$ cat src/rtl/pipelined_adder_pkg.sv
`default_nettype none
// ============================================================================
//  Module   : pipelined_adder_pkg
//  Purpose  : Shared constants and helpers for the segmented pipelined adder.
//             - c_default_width / c_default_seg_width : default geometry
//             - calc_stages()  : pipeline depth (one carry segment per stage)
//             - width_ok()     : geometry legality, used as an elaboration check
//  Macro    : PIPELINED_ADDER_SUB_EN (consumed by pipelined_adder only)
//  Revision : 1.0  initial release
// ============================================================================
package pipelined_adder_pkg;

    localparam int c_default_width     = 16;
    localparam int c_default_seg_width = 4;

    // Number of pipeline stages: each stage resolves exactly one segment.
    function automatic int calc_stages(input int width, input int seg_width);
        return width / seg_width;
    endfunction

    // The operand must split into a whole number of non-empty segments.
    function automatic bit width_ok(input int width, input int seg_width);
        return (seg_width > 0) && (width >= seg_width) && ((width % seg_width) == 0);
    endfunction

endpackage : pipelined_adder_pkg
`default_nettype wire

$ cat src/rtl/pipelined_adder_segment.sv
`default_nettype none
// ============================================================================
//  Module   : adder_segment
//  Purpose  : Combinational SEG_WIDTH-bit ripple adder with carry-in.
//  Ports    : a, b   [SEG_WIDTH-1:0]  segment operands
//             cin                     carry into bit 0
//             sum    [SEG_WIDTH-1:0]  segment sum
//             cout                    carry out of the segment MSB
//             c_msb                   carry into the segment MSB (for ovf)
//  Revision : 1.0  initial release
// ============================================================================
module adder_segment
    import pipelined_adder_pkg::*;
#(
    parameter int SEG_WIDTH = c_default_seg_width
) (
    input  logic [SEG_WIDTH-1:0] a,
    input  logic [SEG_WIDTH-1:0] b,
    input  logic                 cin,
    output logic [SEG_WIDTH-1:0] sum,
    output logic                 cout,
    output logic                 c_msb
);

    logic [SEG_WIDTH:0] w_total;

    // One extra bit captures the carry out of the segment.
    assign w_total = {1'b0, a} + {1'b0, b} + {{SEG_WIDTH{1'b0}}, cin};
    assign sum     = w_total[SEG_WIDTH-1:0];
    assign cout    = w_total[SEG_WIDTH];

    // The MSB sum bit is a^b^carry_in, so the carry into the MSB is recovered
    // by stripping the operand bits back out.
    assign c_msb   = sum[SEG_WIDTH-1] ^ a[SEG_WIDTH-1] ^ b[SEG_WIDTH-1];

endmodule : adder_segment
`default_nettype wire

$ cat src/rtl/pipelined_adder.sv
`default_nettype none
// ============================================================================
//  Module   : pipelined_adder
//  Purpose  : Pipelined ripple-carry adder. The WIDTH-bit carry chain is cut
//             into SEG_WIDTH-bit segments, one segment resolved per stage, with
//             a valid/ready handshake on input and output. One op per cycle.
//  Ports    : clk, rst            clock, synchronous active-high reset
//             in_valid / in_ready input handshake
//             a, b [WIDTH-1:0]    operands
//             cin                 carry-in
//             sub                 subtract select (only with the macro below)
//             out_valid/out_ready output handshake
//             sum [WIDTH-1:0]     a+b+cin mod 2^WIDTH
//             cout                carry out of MSB (borrow when subtracting)
//             ovf                 signed overflow (carry into MSB ^ carry out)
//  Macro    : PIPELINED_ADDER_SUB_EN  adds the 'sub' port and subtract mode.
//  Revision : 1.0  initial release
// ============================================================================
module pipelined_adder
    import pipelined_adder_pkg::*;
#(
    parameter int WIDTH     = c_default_width,
    parameter int SEG_WIDTH = c_default_seg_width
) (
    input  logic             clk,
    input  logic             rst,
    input  logic             in_valid,
    output logic             in_ready,
    input  logic [WIDTH-1:0] a,
    input  logic [WIDTH-1:0] b,
    input  logic             cin,
`ifdef PIPELINED_ADDER_SUB_EN
    input  logic             sub,
`endif
    output logic             out_valid,
    input  logic             out_ready,
    output logic [WIDTH-1:0] sum,
    output logic             cout,
    output logic             ovf
);

    localparam int STAGES = calc_stages(WIDTH, SEG_WIDTH);

    if (!width_ok(WIDTH, SEG_WIDTH)) begin : g_width_check
        $error("pipelined_adder: WIDTH must be a non-zero multiple of SEG_WIDTH");
    end

    // ------------------------------------------------------------------------
    // Global pipeline enable: the only thing that can hold the pipe is a valid
    // result that downstream refuses. A bubble at the output never stalls.
    // ------------------------------------------------------------------------
    logic w_stall;
    logic w_advance;

    assign w_stall   = out_valid & ~out_ready;
    assign w_advance = ~w_stall;
    assign in_ready  = ~w_stall;

    // ------------------------------------------------------------------------
    // Stage-0 operand conditioning. Subtraction is a + ~b + ~cin, so a borrow
    // request (cin=1) becomes a zero carry into the chain.
    // ------------------------------------------------------------------------
    logic [WIDTH-1:0] w_b_eff;
    logic             w_cin_eff;
    logic             w_sub_eff;

`ifdef PIPELINED_ADDER_SUB_EN
    assign w_b_eff   = sub ? ~b : b;
    assign w_cin_eff = cin ^ sub;
    assign w_sub_eff = sub;
`else
    assign w_b_eff   = b;
    assign w_cin_eff = cin;
    assign w_sub_eff = 1'b0;
`endif

    // ------------------------------------------------------------------------
    // Stage k consumes the lowest remaining operand segment, appends its sum
    // above the partial sum of earlier stages, and forwards only the operand
    // segments not yet consumed.
    // ------------------------------------------------------------------------
    genvar k;
    for (k = 0; k < STAGES; k++) begin : g_stage
        localparam int c_rem  = WIDTH - (SEG_WIDTH * k);   // operand bits still unresolved at input
        localparam int c_done = SEG_WIDTH * (k + 1);       // sum bits resolved after this stage

        logic [c_rem-1:0]     w_a_in;
        logic [c_rem-1:0]     w_b_in;
        logic                 w_c_in;
        logic                 w_v_in;
        logic                 w_sub_in;
        logic [c_done-1:0]    w_psum_next;
        logic [SEG_WIDTH-1:0] w_seg_sum;
        logic                 w_seg_cout;
        logic                 w_seg_cmsb;
        logic                 w_load;

        logic                 r_valid;
        logic [c_done-1:0]    r_psum;

        if (k == 0) begin : g_src_port
            assign w_a_in      = a;
            assign w_b_in      = w_b_eff;
            assign w_c_in      = w_cin_eff;
            assign w_v_in      = in_valid;
            assign w_sub_in    = w_sub_eff;
            assign w_psum_next = w_seg_sum;
        end else begin : g_src_prev
            assign w_a_in      = g_stage[k-1].g_mid.r_a_up;
            assign w_b_in      = g_stage[k-1].g_mid.r_b_up;
            assign w_c_in      = g_stage[k-1].g_mid.r_carry;
            assign w_v_in      = g_stage[k-1].r_valid;
            assign w_sub_in    = g_stage[k-1].g_mid.r_sub;
            assign w_psum_next = {w_seg_sum, g_stage[k-1].r_psum};
        end

        adder_segment #(
            .SEG_WIDTH (SEG_WIDTH)
        ) u_seg (
            .a     (w_a_in[SEG_WIDTH-1:0]),
            .b     (w_b_in[SEG_WIDTH-1:0]),
            .cin   (w_c_in),
            .sum   (w_seg_sum),
            .cout  (w_seg_cout),
            .c_msb (w_seg_cmsb)
        );

        // Data registers load only behind a valid op, so a bubble moving
        // through leaves the previously delivered result visible on sum/cout/ovf.
        assign w_load = w_advance & w_v_in;

        always_ff @(posedge clk) begin
            if (rst) begin
                r_valid <= 1'b0;
                r_psum  <= '0;
            end else begin
                if (w_advance) begin
                    r_valid <= w_v_in;
                end
                if (w_load) begin
                    r_psum <= w_psum_next;
                end
            end
        end

        if (k < STAGES - 1) begin : g_mid
            logic [c_rem-SEG_WIDTH-1:0] r_a_up;
            logic [c_rem-SEG_WIDTH-1:0] r_b_up;
            logic                       r_carry;
            logic                       r_sub;
            // Only the top segment's carry-into-MSB contributes to ovf.
            logic                       w_unused_cmsb;

            assign w_unused_cmsb = w_seg_cmsb;

            always_ff @(posedge clk) begin
                if (rst) begin
                    r_a_up  <= '0;
                    r_b_up  <= '0;
                    r_carry <= 1'b0;
                    r_sub   <= 1'b0;
                end else if (w_load) begin
                    r_a_up  <= w_a_in[c_rem-1:SEG_WIDTH];
                    r_b_up  <= w_b_in[c_rem-1:SEG_WIDTH];
                    r_carry <= w_seg_cout;
                    r_sub   <= w_sub_in;
                end
            end
        end else begin : g_last
            logic r_cout;
            logic r_ovf;

            // For subtraction the raw carry is "no borrow", so flip it to
            // report borrow. Overflow uses the raw internal carries.
            always_ff @(posedge clk) begin
                if (rst) begin
                    r_cout <= 1'b0;
                    r_ovf  <= 1'b0;
                end else if (w_load) begin
                    r_cout <= w_seg_cout ^ w_sub_in;
                    r_ovf  <= w_seg_cout ^ w_seg_cmsb;
                end
            end

            assign out_valid = r_valid;
            assign sum       = r_psum;
            assign cout      = r_cout;
            assign ovf       = r_ovf;
        end
    end

endmodule : pipelined_adder
`default_nettype wire

$ cat config.mk
export PLATFORM = sky130hd
export DESIGN_NAME = pipelined_adder
export DESIGN_NICKNAME = d
export VERILOG_FILES = /design/src/rtl/pipelined_adder_pkg.sv /design/src/rtl/pipelined_adder_segment.sv /design/src/rtl/pipelined_adder.sv
export SDC_FILE = /design/constraint.sdc
export NUM_CORES = 1
export LEC_CHECK = 0
export CORE_ASPECT_RATIO = 1.25
export CORE_MARGIN = 5
export CORE_UTILIZATION = 59
export DETAILED_ROUTE_END_ITERATION = 6
export GPL_TIMING_DRIVEN = 0
export PLACE_DENSITY = 0.84
export SLEW_MARGIN = 20
export SYNTH_ARGS = -nofsm -noshare
export SYNTH_HDL_FRONTEND = slang
export SYNTH_HIERARCHICAL = 1
export SYNTH_SLANG_ARGS = --single-unit
$ cat constraint.sdc
create_clock -name clk -period 5.2 [get_ports clk]
set_input_delay 1.04 -clock clk [delete_from_list [all_inputs] [get_ports clk]]
set_output_delay 1.04 -clock clk [all_outputs]
set_load 0.02 [all_outputs]
Word-level counts from Yosys, hierarchy flattened
Cells that the tools add are included.
{"block": "word_totals", "ff_bits": 97, "input_bits": 37, "word_cells": 37, "output_inout_bits": 20}
{"block": "op_classes", "addsub": 8, "bitwise_logic": 10}
{"operator": "$add A4 B4 Y5", "n": 4}
{"operator": "$add A5 B1 Y5", "n": 4}
{"operator": "$and A1 B1 Y1", "n": 5}
{"operator": "$xor A1 B1 Y1", "n": 3}
{"operator": "$not A1 Y1", "n": 2}

Longest topological paths before layout
Gate-level depths: netlist of the first run.
{"block": "depth", "depth_word": 5, "depth_mapped": 8}

By module
Netlist of the first run, hierarchy kept.
{"module": "pipelined_adder", "area_each_um2": 3682.3, "cells_each": 441, "seq_area_each_um2": 1941.9, "instances": 1}
{"module": "adder_segment", "area_each_um2": 177.7, "cells_each": 19, "seq_area_each_um2": 0.0, "instances": 4}

Worst setup path after synthesis of the first run
Ideal clock, no wire load.
{"block": "synth_timing", "path_type": "input to output", "from": "input out_ready", "to": "output in_ready", "required_time_ns": 4.160, "path_buffers": 1, "path_slack_ns": 2.710, "arrival_time_ns": 1.450, "cell_stages": 3, "cell_sequence": "nor2b_4 > inv_4 > buf_2"}
{"block": "synth_between", "elab_chain_len": 3}
{"element": "start, declared", "line": "pipelined_adder.sv:36", "source": "input logic out_ready,"}
{"element": "$not A1 Y1", "line": "pipelined_adder.sv:55", "source": "assign w_stall = out_valid & ~out_ready;"}
{"element": "$and A1 B1 Y1", "line": "pipelined_adder.sv:55"}
{"element": "$not A1 Y1", "line": "pipelined_adder.sv:57", "source": "assign in_ready = ~w_stall;"}
{"element": "end, declared", "line": "pipelined_adder.sv:28", "source": "output logic in_ready,"}
No other way between the ends.

Final worst setup path of the first run
Ends and elaborated chain as after synthesis.

==> metrics.cfg, run 1 <==
[cts]
cts_tree = built
postCtsResizedCells = 0
cts_made_buffers = 9
clk_pin_slew_ps = 100
cts.sinks = 97
cts_max_path_buffers = 2
worstSkewPairLatency_ps = 370
cts_root_buf = clkbuf_8
cts_setup_buffers = 0
h-tree-depth = 3
cts_hold_buf = 0

[place]
pre_cts_slack_ps = 1550
portBuffers = 55
globalplace.congestion = 0.846
dpl.hpwl_um = 7770

[sta]
relSlewSlack_pct = 65.0
rsz0062_at_grt = false
max_freq_mhz = 272
finalClockSkew_ps = 13.3
hold_viol = 0
setup_viol = 0
finalCriticalPeriod_ps = 3670
drv_slew = 0
timing.final.crit_share_pct = 70.6
fin_tns_setup_ps = 0
worst_slack_ps = 1530
worstMarginPinSlew_ps = 525

[power_and_ir_drop]
total_power_mw = 1.39
pwr-share-comb_pct = 10.0
p_seq_share_pct = 55.8
power_leakage_nw = 1.85
p_switching_mw = 0.365
p_int_mw = 1.02
switching_share_pct = 26.3
power_density_mw_per_mm2 = 269
p_clk_share_pct = 34.2
ir_drop_uv = 158

[floorplanning]
start_util_pct = 61.1
die_h_um = 106
io_pins = 57
core.rowCount = 34
dieWidth_um = 86.5
die-area_sq_mm = 0.00913
core_sq_mm = 0.00706

[worst_setup_path]
end_kind = output port
path_max_fanout = 10
crit_type = in2out
startpoint_type = input pin
reg2reg_slack_ps = 3350
rr_endpoint = ovf$_SDFFE_PP0P_
crit_start = out_ready
worstReg2RegStart = g_stage[2].g_mid.r_a_up[0]$_SDFFE_PP0P_
ff2ff_path_depth = 8
worst_ep_required_time_ps = 4160
crit_arrival_ps = 2630
crit_path_end = in_ready

[finish]
diodes = 0
final_cell_mix = a21oi_1, dfxtp_1, nand3_1
synthToLayoutAreaGrowth_pct = 19.8
nets = 631
drive_above_1_share_pct = 8.98

[yosys]
syn_avg_cell_area_sq_um = 8.49
synth_warnings = 6
synth_area_sq_mm = 0.00431
syn_inst = 508
synth_nets = 565

[grt]
grt_antenna_before_repair = 0
grt_pass1_wl_um = 16600
grt.total_usage_pct = 22.7
overflow = 0
grt_pass1_vias = 3639
grt_max_degree = 19

[outcome]
status = finished clean

[detailed_routing]
ant_nets = 0
vias = 3821
first_pass_iters = 5
wl_per_cell_um = 15.2
routed_wl_um = 10200
remaining_drc_errors = 0
drtIter0Drc = 260
vias_per_cell = 5.71

[run]
cap_violations = 0

[min_path]
worst_hold_path_type = reg2reg

-- per-layer routing --
| metal | up-vias | part of all wire (%) | routed length (um) | GRT usage [%] |
|---|---|---|---|---|
| li1 | 1920 | - | - | - |
| met2 | 115 | 52 | 5310 | 41.2 |
| met4 | 0 | 2.0 | 208 | 8.46 |
| met5 | - | 0 | 0 | 0 |
| met1 | 1765 | 41 | 4140 | 25.6 |
| met3 | 21 | 5.0 | 507 | 4.68 |
-- worst min-delay path by stage --
stage               cells after the start                                      end  slack, ps                                     start
floorplan                               2  g_stage[1].g_mid.r_a_up[7]$_SDFFE_PP0P_        440  g_stage[0].g_mid.r_a_up[11]$_SDFFE_PP0P_
global placement                        2  g_stage[1].g_mid.r_b_up[7]$_SDFFE_PP0P_        460  g_stage[0].g_mid.r_b_up[11]$_SDFFE_PP0P_
detailed placement                      2  g_stage[1].g_mid.r_b_up[7]$_SDFFE_PP0P_        470  g_stage[0].g_mid.r_b_up[11]$_SDFFE_PP0P_
CTS                                     2        g_stage[1].r_psum[0]$_SDFFE_PP0P_        480         g_stage[0].r_psum[0]$_SDFFE_PP0P_
global route                            2        g_stage[1].r_psum[2]$_SDFFE_PP0P_        490         g_stage[0].r_psum[2]$_SDFFE_PP0P_
finish                                  2        g_stage[1].r_psum[0]$_SDFFE_PP0P_        470         g_stage[0].r_psum[0]$_SDFFE_PP0P_
-- worst max-delay path: stages --
cell and delay, ps:
clkdlybuf4s50_1 500, nor2b_4 80, inv_4 100, buf_2 260
clkdlybuf4s50_1 650
-- final cells by class --
cell class              instances  area (sq um)
clock buffers                  10           138
clock inverters                 6          55.1
well taps                      90           113
repair buffers                 55           551
flip-flops and latches         97          1940
fillers                       609          1890
plain buffers                  49           259
multi-input cells             341          2030
inverters                      21          81.3
-- sequential cells by signal, summed over array words and instances (netlist names) --
register,count
g_stage.g_mid.r_a_up,24
g_stage.g_mid.r_b_up,24
g_stage.r_psum,24
sum,16
g_stage.g_mid.r_carry,3
g_stage.r_valid,3
cout,1
out_valid,1
ovf,1
-- metrics by stage --
step	hold WS [ps]	utilization (%)	std cells	instance area, sq um
finish	474	73.2	669	5170
global route	485	73.2	669	5170
CTS	477	73.2	669	5170
detailed placement	466	70.5	653	4980
global placement	460	70.5	653	4980
floorplan	440	-	508	4310
-- power groups by stage --
stage                     clock network [mW]  registers, mW  logic, mW
after global routing                   0.515          0.779      0.153
final                                  0.475          0.776      0.139
after global placement                     0          0.792      0.133
after floorplan                            0          0.790     0.0844
after detailed placement                   0          0.793      0.137
after CTS                              0.479          0.776      0.138
(Power assumes the default switching activity.)
==> run 2: changes to the inputs <==
--- a/config.mk
+++ b/config.mk
@@ -7,10 +7,10 @@
 export LEC_CHECK = 0
 export CORE_ASPECT_RATIO = 1.25
 export CORE_MARGIN = 5
-export CORE_UTILIZATION = 59
+export CORE_UTILIZATION = 55
 export DETAILED_ROUTE_END_ITERATION = 6
 export GPL_TIMING_DRIVEN = 0
-export PLACE_DENSITY = 0.84
+export PLACE_DENSITY = 0.8
 export SLEW_MARGIN = 20
 export SYNTH_ARGS = -nofsm -noshare
 export SYNTH_HDL_FRONTEND = slang
==> constraint.sdc (replaced) <==
create_clock -name clk -period 3.55 [get_ports clk]
set_input_delay 0.71 -clock clk [delete_from_list [all_inputs] [get_ports clk]]
set_output_delay 0.71 -clock clk [all_outputs]
set_load 0.02 [all_outputs]
==> metrics.cfg, run 2 (synthesis gave the netlist of run 1 again) <==
[sta]
rsz0062_at_grt = false
worstMarginPinSlew_ps = 572
drv_slew = 0
finalCriticalPeriod_ps = 3000
timing.final.crit_share_pct = 84.5
relSlewSlack_pct = 61.9
worst_slack_ps = 549
max_freq_mhz = 333
hold_viol = 0
fin_tns_setup_ps = 0
setup_viol = 0
whs_ps = 471
finalClockSkew_ps = 7.69

[worst_setup_path]
end_kind = output port
crit_type = in2out
worst_ep_required_time_ps = 2840
crit_arrival_ps = 2290
path_max_fanout = 10
startpoint_type = input pin

[detailed_routing]
drtIter0Drc = 185
wl_per_cell_um = 15.0
vias_per_cell = 5.57
first_pass_iters = 5
vias = 3753
routed_wl_um = 10100
ant_nets = 0
remaining_drc_errors = 0

[place]
dpl.hpwl_um = 7770
place_area_sq_mm = 0.00498
portBuffers = 55
pre_cts_slack_ps = 571
globalplace.congestion = 0.837

[finish]
drive_above_1_share_pct = 8.64
diodes = 0
multiInputGateArea_sq_mm = 0.00203
nets = 631
reg_top3 = g_stage.g_mid.r_a_up: 24 flops, g_stage.g_mid.r_b_up: 24 flops, g_stage.r_psum: 24 flops
fillers = 682
fin_area_sq_mm = 0.00516
synthToLayoutAreaGrowth_pct = 19.5
seqCellArea_sq_mm = 0.00194
final_cell_mix = a21oi_1, dfxtp_1, nand3_1

[grt]
overflow = 0
grt_pass1_vias = 3634
grt_pass1_wl_um = 16600
grt_antenna_before_repair = 0
grt_max_degree = 16
grt.total_usage_pct = 21.9

[floorplanning]
start_util_pct = 55.7
core_sq_mm = 0.00775
dieWidth_um = 89.2
core.rowCount = 36
io_pins = 57
die_h_um = 109
die-area_sq_mm = 0.00973

[power_and_ir_drop]
ir_drop_uv = 254
total_power_mw = 1.99
power_leakage_nw = 1.83
power_density_mw_per_mm2 = 386

[run]
cap_violations = 0

[cts]
cts_max_path_buffers = 2
cts_setup_buffers = 0
worstSkewPairLatency_ps = 360
cts_made_buffers = 9
cts_hold_buf = 0
clk_pin_slew_ps = 80
cts.sinks = 97
h-tree-depth = 3
postCtsResizedCells = 0
cts_tree = built
cts_root_buf = clkbuf_8

[min_path]
worst_hold_path_type = reg2reg

[outcome]
status = finished clean

run 2: area by class of cell:
class                           instances  share of cell area, %
Multi-Input combinational cell        341                   39.4
Clock buffer                           12                   2.81
Buffer                                 49                   5.02
Timing Repair Buffer                   55                   10.7
Tap cell                               95                   2.30
Sequential cell                        97                   37.7
Inverter                               21                   1.58
Clock inverter                          4                  0.558
run 2: final timing paths:
path | from | endpoint | slack, ps | cells past startpoint
min reg2reg | g_stage[0].g_mid.r_b_up[11]$_SDFFE_PP0P_ | g_stage[1].g_mid.r_b_up[7]$_SDFFE_PP0P_ | 470 | 2
max | out_ready | in_ready | 550 | 5
max reg2reg | g_stage[2].g_mid.r_a_up[0]$_SDFFE_PP0P_ | ovf$_SDFFE_PP0P_ | 1740 | 8
min | g_stage[0].g_mid.r_b_up[11]$_SDFFE_PP0P_ | g_stage[1].g_mid.r_b_up[7]$_SDFFE_PP0P_ | 470 | 2
run 2: worst max-delay path: stages:
cell and delay (ps):
clkdlybuf4s50_1 500, nor2b_4 80, inv_4 90, buf_2 250, clkdlybuf4s50_1 650
run 2: routing by layer:
metal	vias to the layer above	global-route usage [%]	routed length [um]
met3	15	4.54	510
met4	0	7.23	178
met5	-	0	0
met2	97	39.4	5140
met1	1727	25.4	4270
li1	1914	-	-
run 2: report_power, final:
part / switching [mW] / leakage, nW / internal, mW
Sequential: 0.0177 / 0.788 / 1.12
Combinational: 0.111 / 0.961 / 0.0923
Clock: 0.376 / 0.0826 / 0.275
run 2: through the flow:
step                      utilization, %  instances
after floorplan                        -        508
after global placement              64.3        658
after detailed placement            64.3        658
after CTS                           66.6        674
after global routing                66.6        674
final                               66.6        674
==> run 3: changes to the inputs <==
--- a/config.mk
+++ b/config.mk
@@ -7,10 +7,10 @@
 export LEC_CHECK = 0
 export CORE_ASPECT_RATIO = 1.25
 export CORE_MARGIN = 5
-export CORE_UTILIZATION = 55
+export CORE_UTILIZATION = 50
 export DETAILED_ROUTE_END_ITERATION = 6
 export GPL_TIMING_DRIVEN = 0
-export PLACE_DENSITY = 0.8
+export PLACE_DENSITY = 0.76
 export SLEW_MARGIN = 20
 export SYNTH_ARGS = -nofsm -noshare
 export SYNTH_HDL_FRONTEND = slang
==> constraint.sdc (replaced) <==
create_clock -name clk -period 2.7 [get_ports clk]
set_input_delay 0.54 -clock clk [delete_from_list [all_inputs] [get_ports clk]]
set_output_delay 0.54 -clock clk [all_outputs]
set_load 0.02 [all_outputs]
==> metrics.cfg, run 3 (synthesis gave the netlist of run 1 again) <==
[sta]
fin_tns_setup_ps = 0
finalClockSkew_ps = 15.5
relSlewSlack_pct = 65.1
worst_slack_ps = 424
rsz0062_at_grt = false
max_freq_mhz = 439
drv_slew = 0
finalCriticalPeriod_ps = 2280
worstMarginPinSlew_ps = 524
hold_viol = 0
setup_viol = 0
timing.final.crit_share_pct = 84.3

[worst_setup_path]
worstReg2RegStart = g_stage[2].g_mid.r_a_up[0]$_SDFFE_PP0P_
path_max_fanout = 10
ff2ff_path_depth = 8
crit_path_cell_trace = clkdlybuf4s50_1 > nor2b_4 > inv_4 > buf_2 > dlymetal6s2s_1
crit_type = in2out
crit_start = out_ready
end_kind = output port
rr_endpoint = ovf$_SDFFE_PP0P_
slowest_delay_ps = 510
crit_arrival_ps = 1740
slowest_stage = clkdlybuf4s50_1
reg2reg_slack_ps = 800
startpoint_type = input pin
worst_ep_required_time_ps = 2160

[min_path]
worst_hold_path_type = reg2reg
min-delay-start = g_stage[0].g_mid.r_b_up[11]$_SDFFE_PP0P_
hold_depth = 2
hold_path_end = g_stage[1].g_mid.r_b_up[7]$_SDFFE_PP0P_

[power_and_ir_drop]
pwr-share-comb_pct = 9.7
p_clk_share_pct = 36.3
ir_drop_uv = 303
switching_share_pct = 26.2
power_leakage_nw = 1.86
power_density_mw_per_mm2 = 532
p_int_mw = 2.04
p_seq_share_pct = 54.0
p_switching_mw = 0.724

[finish]
postLayoutCoreUtil_pct = 60.8
reg_top3 = g_stage.g_mid.r_a_up: 24 flops, g_stage.g_mid.r_b_up: 24 flops, g_stage.r_psum: 24 flops
synthToLayoutAreaGrowth_pct = 20.6
final_cell_mix = a21oi_1, dfxtp_1, nand3_1
final_cells = 679
drive_above_1_share_pct = 8.98
nets = 631
fin_area_sq_mm = 0.00520
diodes = 0

[floorplanning]
die_h_um = 114
io_pins = 57
core_sq_mm = 0.00856
dieWidth_um = 93.1
die-area_sq_mm = 0.0106
start_util_pct = 50.4
core.rowCount = 38

[detailed_routing]
remaining_drc_errors = 0
drtIter0Drc = 154
ant_nets = 0
routed_wl_um = 10200
vias_per_cell = 5.56
first_pass_iters = 4
vias = 3774
wl_per_cell_um = 15.0

[cts]
cts_root_buf = clkbuf_8
clk_pin_slew_ps = 100
worstSkewPairLatency_ps = 380
cts_hold_buf = 0
cts_tree = built
postCtsResizedCells = 0
cts.sinks = 97
h-tree-depth = 3
cts_setup_buffers = 0
cts_max_path_buffers = 2
cts_made_buffers = 9

[grt]
grt_max_degree = 19
overflow = 0
grt.total_usage_pct = 20.3
grt_pass1_vias = 3666
grt_pass1_wl_um = 17200
grt_antenna_before_repair = 0

[outcome]
status = finished clean

[place]
dpl.hpwl_um = 7870
portBuffers = 55
pre_cts_slack_ps = 19.3
globalplace.congestion = 0.858
place_area_sq_mm = 0.00499
dpl.cell_count = 663

[run]
cap_violations = 0

==> run 3: changes by cell type in the layout (fill, tap and decap cells not counted), sizes merged <==
| cell | before | now |
|---|---|---|
| clkbuf | 30 | 27 |
| dlymetal6s2s | 0 | 1 |
| inv | 21 | 25 |
| clkdlybuf4s50 | 55 | 54 |
| clkinvlp | 2 | 0 |
| bufinv | 0 | 1 |
==> run 3: metrics by stage <==
stage | power [mW] | hold slack, ps
2_1_floorplan | 1.68 | 440
3_3_place_gp | 1.78 | 451
3_5_place_dp | 1.79 | 461
4_1_cts | 2.76 | 476
5_1_grt | 2.88 | 493
6_report | 2.77 | 475
==> run 3: per-layer routing <==
layer,GRT usage [%],share of wire [%],up-vias
met1,24.7,42,1746
met2,35.9,51,97
met5,0,0,-
li1,-,-,1918
met4,6.35,1.6,0
met3,4.09,5.3,13
==> run 3: worst max-delay path by stage <==
| stage | endpoint |
|---|---|
| floorplan | g_stage[0].r_psum[1]$_SDFFE_PP0P_ |
| global placement | in_ready |
| detailed placement | in_ready |
| CTS | in_ready |
| global route | in_ready |
| finish | in_ready |
==> run 3: worst max-delay path: cells and delay by family <==
family,cells,cell delay [ps]
buffers and inverters,4,1120
AND/OR/NAND/NOR,1,80
==> run 3: area by class of cell <==
type,instances,area (sq um)
Buffer,49,259
Clock inverter,7,85.1
Multi-Input combinational cell,341,2030
Tap cell,100,125
Inverter,21,81.3
Timing Repair Buffer,55,553
Clock buffer,9,124
Sequential cell,97,1940
Fill cell,791,3360
==> run 3: power by group through the flow <==
stage	clock network, mW	logic [mW]	registers, mW
2_1_floorplan	0	0.163	1.52
3_3_place_gp	0	0.259	1.53
3_5_place_dp	0	0.266	1.53
4_1_cts	1.00	0.267	1.49
5_1_grt	1.08	0.299	1.50
6_report	1.00	0.267	1.49
